## config.mk

```make
export PLATFORM = sky130hd
export DESIGN_NAME = alu_shift_seq
export DESIGN_NICKNAME = d
export VERILOG_FILES = /design/src/rtl/alu_shift_seq_pkg.sv /design/src/rtl/alu_shift_seq_count.sv /design/src/rtl/alu_shift_seq.sv
export SDC_FILE = /design/constraint.sdc
export NUM_CORES = 1
export LEC_CHECK = 0
export ABC_AREA = 1
export BUFFER_PORTS_ARGS = -buffer_cell sky130_fd_sc_hd__buf_2
export CORE_ASPECT_RATIO = 0.9
export CORE_MARGIN = 2
export CORE_UTILIZATION = 45
export DETAILED_ROUTE_END_ITERATION = 10
export PLACE_DENSITY = 0.76
export SLEW_MARGIN = 20
export SYNTH_ARGS = -nofsm -noshare
export SYNTH_HDL_FRONTEND = slang
export SYNTH_HIERARCHICAL = 1
export SYNTH_SLANG_ARGS = --single-unit
```

## constraint.sdc

```tcl
create_clock -name clk -period 1.8 [get_ports clk]
set_input_delay 0.09 -clock clk [delete_from_list [all_inputs] [get_ports clk]]
set_output_delay 0.09 -clock clk [all_outputs]
set_load 0.005 [all_outputs]
```

## src/rtl/alu_shift_seq_pkg.sv

```systemverilog
// Shared ALU defines for the shift sequencer: ALU op codes, shift-mode
// encodings and sequencer state encodings.
package alu_shift_seq_pkg;

  localparam int DATA_W = 16;
  localparam int CNT_W  = 4;

  localparam logic [2:0] ALU_ADD  = 3'd0;
  localparam logic [2:0] ALU_LSHF = 3'd4;
  localparam logic [2:0] ALU_RSHF = 3'd5;

  typedef enum logic [1:0] {
    MODE_LSHF     = 2'b00,
    MODE_RSHFL    = 2'b01,
    MODE_LSHF_ALT = 2'b10,
    MODE_RSHFA    = 2'b11
  } mode_t;

  typedef enum logic [1:0] {
    ST_IDLE  = 2'd0,
    ST_SHIFT = 2'd1,
    ST_DONE  = 2'd2
  } state_t;

endpackage

```

## src/rtl/alu_shift_seq_count.sv

```systemverilog
// shf_count: loadable down-counter for the remaining shift steps, with a
// flag marking the last step (count == 1).
module shf_count
  import alu_shift_seq_pkg::*;
(
  input  logic             clk,
  input  logic             rst,
  input  logic             load,
  input  logic [CNT_W-1:0] load_val,
  input  logic             dec,
  output logic             is_one
);

  logic [CNT_W-1:0] cnt;

  always_ff @(posedge clk) begin
    if (rst) begin
      cnt <= '0;
    end else if (load) begin
      cnt <= load_val;
    end else if (dec) begin
      cnt <= cnt - 1'b1;
    end
  end

  assign is_one = (cnt == CNT_W'(1));

endmodule

```

## src/rtl/alu_shift_seq.sv

```systemverilog
// Multi-bit shift sequencer: performs an N-bit shift as N single-bit passes
// through an external ALU, then publishes the result with zero/negative flags.
module alu_shift_seq
  import alu_shift_seq_pkg::*;
#(
  parameter logic [2:0] OP_ADD  = ALU_ADD,
  parameter logic [2:0] OP_LSHF = ALU_LSHF,
  parameter logic [2:0] OP_RSHF = ALU_RSHF
) (
  input  logic              clk,
  input  logic              rst,
  input  logic              start,
  input  logic [1:0]        mode,
  input  logic [DATA_W-1:0] operand,
  input  logic [CNT_W-1:0]  amount,
  output logic              busy,
  output logic              done,
  output logic [DATA_W-1:0] result,
  output logic              zero,
  output logic              negative,
  output logic [DATA_W-1:0] alu_in1,
  output logic [DATA_W-1:0] alu_in2,
  output logic [2:0]        alu_op,
  input  logic [DATA_W-1:0] alu_out
);

  state_t            state, state_nxt;
  mode_t             mode_q;
  logic              sign_q;
  logic [DATA_W-1:0] acc;
  logic [DATA_W-1:0] shf_val;
  logic [DATA_W-1:0] res_val;
  logic              load_res;
  logic              cnt_load, cnt_dec, cnt_one;
  logic              shift_left;

  shf_count u_cnt (
    .clk      (clk),
    .rst      (rst),
    .load     (cnt_load),
    .load_val (amount),
    .dec      (cnt_dec),
    .is_one   (cnt_one)
  );

  // The ALU only shifts logically; arithmetic right shift re-inserts the sign.
  assign shift_left = (mode_q == MODE_LSHF) || (mode_q == MODE_LSHF_ALT);
  assign shf_val    = (mode_q == MODE_RSHFA) ? {sign_q, alu_out[DATA_W-2:0]} : alu_out;

  assign busy    = (state != ST_IDLE);
  assign done    = (state == ST_DONE);
  assign alu_in2 = '0;

  always_comb begin
    state_nxt = state;
    alu_in1   = '0;
    alu_op    = OP_ADD;
    cnt_load  = 1'b0;
    cnt_dec   = 1'b0;
    load_res  = 1'b0;
    res_val   = shf_val;
    case (state)
      ST_IDLE: begin
        if (start) begin
          cnt_load = 1'b1;
          if (amount == '0) begin
            state_nxt = ST_DONE;
            load_res  = 1'b1;
            res_val   = operand;
          end else begin
            state_nxt = ST_SHIFT;
          end
        end
      end
      ST_SHIFT: begin
        alu_in1 = acc;
        alu_op  = shift_left ? OP_LSHF : OP_RSHF;
        cnt_dec = 1'b1;
        if (cnt_one) begin
          state_nxt = ST_DONE;
          load_res  = 1'b1;
        end
      end
      ST_DONE: state_nxt = ST_IDLE;
      default: state_nxt = ST_IDLE;
    endcase
  end

  always_ff @(posedge clk) begin
    if (rst) begin
      state    <= ST_IDLE;
      mode_q   <= MODE_LSHF;
      sign_q   <= 1'b0;
      acc      <= '0;
      result   <= '0;
      zero     <= 1'b1;
      negative <= 1'b0;
    end else begin
      state <= state_nxt;
      if (state == ST_IDLE && start) begin
        acc    <= operand;
        mode_q <= mode_t'(mode);
        sign_q <= operand[DATA_W-1];
      end else if (state == ST_SHIFT) begin
        acc <= shf_val;
      end
      if (load_res) begin
        result   <= res_val;
        zero     <= (res_val == '0);
        negative <= res_val[DATA_W-1];
      end
    end
  end

endmodule
```

Word level (Yosys, flattened, before mapping)

Cells that the tools add are included.

$add $sub $neg: 1
Eq/ne operators: 7
Multiplexer cells: 22
Reductions and logical operators: 10

Operator list:

| operator            | count |
|---|---|
| $mux 16             | 7 |
| $logic_not 16->1    | 1 |
| $mux 4              | 2 |
| $mux 1              | 7 |
| $eq 2x2->1 const B  | 3 |
| $mux 2              | 3 |
| $reduce_bool 2->1   | 3 |
| $eq 4x1->1 const B  | 1 |
| $logic_not 2->1     | 2 |
| $logic_not 4->1     | 1 |
| $ne 2x2->1 const B  | 2 |
| $pmux 2 s2          | 1 |
| $sub 4x1->4 const B | 1 |
| $mux 3              | 1 |
| $eq 2x1->1 const B  | 1 |
| $pmux 1 s2          | 1 |
| $reduce_and 2->1    | 1 |
| $logic_and 1x1->1   | 1 |
| $logic_or 1x1->1    | 1 |

Register bits after elaboration: 43
Bits of input ports: 41
Output and inout port bits: 55
Logic and storage cells: 48

Longest topological paths before layout

Word-level depth: 6
Mapped depth: 12
Gate-level depth less buffers: 12

Hierarchy

The synthesis kept the hierarchy.

Modules (own cells, without submodules):

| module        | times used | cells an instance | area an instance (um^2) | sequential area each (um^2) |
|---|---|---|---|---|
| alu_shift_seq | 1          | 309               | 2,021.9                 | 760.7 |
| shf_count     | 1          | 42                | 265.3                   | 80.1 |

Least setup slack after synthesis

OpenSTA, ideal clock, no wires.

Path type: reg2reg
Start point: register u_cnt.cnt[0]
End point: register result[1]
Library setup time: 126 ps
Arrival: 1,320 ps
Required time: 1,674 ps
Path slack: 354 ps
Cell stages (with the launch flop): 9
Path buffers: 2
Clock period less this slack: 1,446 ps
Path through: dfxtp_1 ha_1 nand2_1 nor2_1 inv_1 o21ai_2 buf_2 buf_2 a31oi_1

Word-level cells in the longest chain between the ends: 3

Ends and longest elaborated chain:

| what                     | RTL line                  | text |
|---|---|---|
| start: declaration       | alu_shift_seq_count.sv:14 | `logic [CNT_W-1:0] cnt;` |
| start signal: assignment | alu_shift_seq_count.sv:20 | `cnt <= load_val;` |
| start signal: assignment | alu_shift_seq_count.sv:22 | `cnt <= cnt - 1'b1;` |
| $eq 4x1->1               | alu_shift_seq_count.sv:26 | `assign is_one = (cnt == CNT_W'(1));` |
| via cnt_one              | alu_shift_seq.sv:34       | `logic cnt_load, cnt_dec, cnt_one;` |
| $mux 1                   | alu_shift_seq.sv:79       | `if (cnt_one) begin` |
| $pmux 1 s2               | alu_shift_seq.sv:62       | `case (state)` |
| end signal: assignment   | alu_shift_seq.sv:108      | `result <= res_val;` |
| end: declaration         | alu_shift_seq.sv:18       | `output logic [DATA_W-1:0] result,` |

The timed path passes the listed nets, and every way through them passes these cells.
A chain may end at the register's enable or synchronous reset.

Worst setup path in the final report

Start point: register state[0]
End point: register result[15]

Word-level cells in the longest chain between the ends: 2
Elaborated cells on any way between the ends: 4
Those cells by class: eq/ne: 1; mux: 2; reduce/logical: 1

Ends and longest elaborated chain:

| what                                          | RTL line            | text |
|---|---|---|
| start: declaration                            | alu_shift_seq.sv:27 | `state_t state, state_nxt;` |
| start signal: assignment                      | alu_shift_seq.sv:99 | `state <= state_nxt;` |
| $eq 2x1->1 or $logic_not 2->1 (tied branches) | alu_shift_seq.sv:62 |  |
| $pmux 1 s2 or $mux 16 (tied branches)         | alu_shift_seq.sv:62 |  |

Parallel ways exist; a longest one is shown, timed or not.

==> results.md <==
Logic synthesis:
- The cell count after synthesis came out at 351.
- Sorting the synthesized cells by area gives the leading types as sky130_fd_sc_hd__dfxtp_1 (37%), sky130_fd_sc_hd__nand2_1 (18%), sky130_fd_sc_hd__nor2_1 (8.0%).
- The biggest area contributor in the post-synthesis netlist is sky130_fd_sc_hd__dfxtp_1.
- For this run, the number of Yosys warnings is 6.
- The synthesis-stage register bit count is 42.
- Summing the sequential cell areas from Yosys gives 36.8% of the chip area.
- The combined area of all synthesized cells is 2290 sq um.
- In this run the mean area of a mapped cell was 6.52 sq um.
- In this run, distinct cell masters in the synthesized netlist total 29.
- The synthesized design devotes to its leading area cell type 36.8% of total area.

Timing:
- The maximum clock rate is 0.614 GHz.
- The count of endpoints failing hold in the final timing report is 0.
- The minimum clock period is 1.63 ns.
- Setup repair after global routing left no endpoint under its margin.
- The number of pins exceeding their max-slew limit in the final report is 0.
- Dividing the final minimum period by the clock period gives 90.5%.
- The slew of the pin with the lowest slew margin is 0.532 ns.
- Measured against its own limit, the worst slew margin works out to 64.5%.
- Setup violations remaining at the end of the flow were counted as 0.
- For the final routed database, the setup TNS stands at 0 ns.
- The worst setup skew after layout is about 0.0055 ns.
- Setup slack closes at 0.171 ns.

Floorplanning:
- After floorplanning, the core was divided into 24 placement rows.
- The core footprint is between 4000 and 5000 sq um.
- The total die area is roughly 5700 sq um.
- In this run the count of I/O pins placed on the die edge is 96.
- The floorplan step set the die width to 79.2 um.
- The starting density of the core is 47.0%.
- The vertical extent of the die is 71.6 um.

Setup path:
- The peak per-stage delay on the critical path is 0.34 ns.
- The slowest stage of the critical path belongs to the cell sky130_fd_sc_hd__dfxtp_1.
- The count of buffer and inverter cells on the critical path is 2.
- The kind of cell adding the most delay to the critical path is simple AND/OR/NAND/NOR gates.
- The critical path endpoint category is a flop.
- The worst register-to-register path begins at state[0].
- The most frequent cell on the critical path is sky130_fd_sc_hd__nand2_4.
- Tracing the worst setup path back leads to its startpoint at state[0].
- STA puts the critical path data required time at 2.01 ns.
- The kind of critical path is reg2reg.
- The largest fanout on the critical path is 29.
- For the worst setup path, the data arrival time is 1.84 ns.
- Traced cell by cell, the critical path runs through nor2_2 -> nand2_4 -> inv_8 -> nand2_4 -> o21ai_2 -> buf_12 -> o21ai_0 -> a31oi_1.
- The sort of element at the start of the critical path is a flop.

Global routing:
- The initial antenna violation count is 0.
- The maximum number of pins on one net before global-route repair is 30.
- Global routing finished with a remaining overflow of 0.
- The wire length of the first global-routing pass is 9.93 mm.
- The number of global-route vias before repair is 2231.
- Global routing consumed, over all layers together, 21.9% of the routing resources.

Placement:
- At the placement stage, the worst setup path has a slack of 0.203 ns.
- The total placed instance area is 2670 sq um.
- The total half-perimeter wirelength after legalization and detailed placement is 4.49 mm.
- The placer's final routability congestion estimate is 0.835.
- The number of buffers inserted by port buffering is 78.

Detailed routing:
- After detailed routing, the average wire length per cell comes to 12.4 um.
- After detailed routing, the number of vias per cell comes to 4.90.
- The number of detailed-routing iterations run before antenna repair is 4.
- The routed via count is 2407.
- The number of nets with antenna violations after detailed routing is 0.
- The detailed-route DRC error count is 0.
- The number of DRC markers after the initial detailed-route iteration is 167.
- The final wirelength is roughly 6.1 mm.

Power and ir drop:
- The leakage power of the design is 1.43 nW.
- The design draws 2.08 mW.
- The power per standard cell area is 759 nW/um^2.
- The peak ir drop on the vdd network is 0.414 mV.

Status:
- The run finished with clean final reports.

CTS:
- The number of buffers on the longest clock path is 2.
- The CTS tree is built.
- The buffer count from post-CTS setup fixing is 0.
- For this design, the sink count on the clock tree is 42.
- The post-cts sizing count is 0.
- The CTS buffer count is 5.
- The H-tree generated during clock tree synthesis spans 2 levels.
- The post-CTS clock slew at the launch and capture registers of the worst setup and hold paths is 0.08 ns.
- The cell at the root of the clock tree is sky130_fd_sc_hd__clkbuf_8.
- The later pin in the worst-skew pair is clocked with a latency of 0.28 ns.
- The number of hold buffers added after CTS is 0.

Cells and area:
- The number of antenna diodes in the final layout is 0.
- Leaving out fill and tap cells, the most frequent cells in the layout are sky130_fd_sc_hd__nand2_1 (110), sky130_fd_sc_hd__buf_2 (78), sky130_fd_sc_hd__nor2_1 (48), sky130_fd_sc_hd__dfxtp_1 (42), sky130_fd_sc_hd__inv_1 (38).
- The library cell used most frequently in the layout, excluding fill and tap cells, is sky130_fd_sc_hd__nand2_1.
- The share of final-layout standard cells stronger than drive strength 1 is 23.9%.
- The area growth from synthesis to layout is 20.0%.
- At the end of the flow, the number of nets in the layout was approximately 470.
- The summed area of non-filler cells in the final layout is about 2700 sq um.

Job:
- The total of max-cap violations is 0.

Min path:
- The tightest min-delay check is of the in2reg type.
- The worst hold path begins at mode[1].
worst reg2reg max path, delay by kind of cell (launching register included):
| family | cells | cell delay, ns |
|---|---|---|
| buffers and inverters | 2 | 0.36 |
| DFF | 1 | 0.34 |
| and+or+nand+nor | 3 | 0.44 |
| AOI/OAI and AO/OA | 3 | 0.42 |
metal layers:
layer | global-route usage, % | share of wire (%) | vias to the layer above | wire length [um]
li1 | - | - | 1209 | -
met1 | 28.9 | 46 | 1088 | 2790
met5 | 0 | 0 | - | 0
met2 | 38.2 | 46 | 106 | 2820
met3 | 3.78 | 7.2 | 4 | 437
met4 | 4.02 | 0.53 | 0 | 32
cells in the mapped netlist (all sizes together):
| cell | number |
|---|---|
| a21boi | 1 |
| o21ai | 25 |
| xor2 | 1 |
| a31oi | 26 |
| nor2 | 52 |
| o211ai | 1 |
| nand3 | 3 |
| a221oi | 2 |
| a21oi | 5 |
| nand3b | 1 |
| nor3 | 1 |
| buf | 29 |
| clkbuf | 4 |
| nand2 | 113 |
| conb | 1 |
| inv | 42 |
| dfxtp | 42 |
| ha | 2 |
power breakdown:
part           total (mW)  internal, mW  switching, mW
Sequential           1.05          1.00         0.0462
Combinational       0.470         0.184          0.286
Clock               0.565         0.267          0.297
Total                2.08          1.45          0.630
area by class of cell:
type / count / area (sq um)
Clock buffer: 7 / 76.3
Inverter: 42 / 165
Timing Repair Buffer: 85 / 455
Multi-Input combinational cell: 250 / 1130
Sequential cell: 42 / 841
Fill cell: 510 / 2120
Tap cell: 65 / 81.3
path summary, 6_finish.rpt:
kind,endpoint,slack [ns],cells after the start
hold / removal,mode_q[1],0.08,3
hold reg to reg,sign_q,0.47,2
setup / recovery,result[15],0.17,8
setup reg to reg,result[15],0.17,8
sequential cells by signal, indices dropped and copies added (netlist names):
signal and count:
acc 16, result 16, u_cnt/cnt 4, mode_q 2, state 2, sign_q 1, zero 1
metrics by stage:
| stage | hold WS, ns | utilization (%) | cells |
|---|---|---|---|
| 2_1_floorplan | 0.159 | - | 367 |
| 3_3_place_gp | 0.354 | 54.9 | 484 |
| 3_5_place_dp | 0.375 | 54.9 | 484 |
| 4_1_cts | 0.0810 | 56.4 | 491 |
| 5_1_grt | 0.0951 | 56.4 | 491 |
| 6_report | 0.0772 | 56.4 | 491 |
cells by family (layout without fill, tap and decap cells):
| family | after synthesis | after routing | share of synthesized area, % |
|---|---|---|---|
| AO/OA/AOI/OAI | 60 | 60 | 15.3 |
| XOR/XNOR | 1 | 1 | 0.383 |
| adder cells (fa/ha/maj) | 2 | 2 | 1.09 |
| buffers and inverters | 75 | 134 | 16.7 |
| flip-flops | 42 | 42 | 36.8 |
| other | 1 | 17 | 0.164 |
| AND/OR/NAND/NOR | 170 | 170 | 29.6 |
Note: power is estimated with default switching activity, not from simulation.
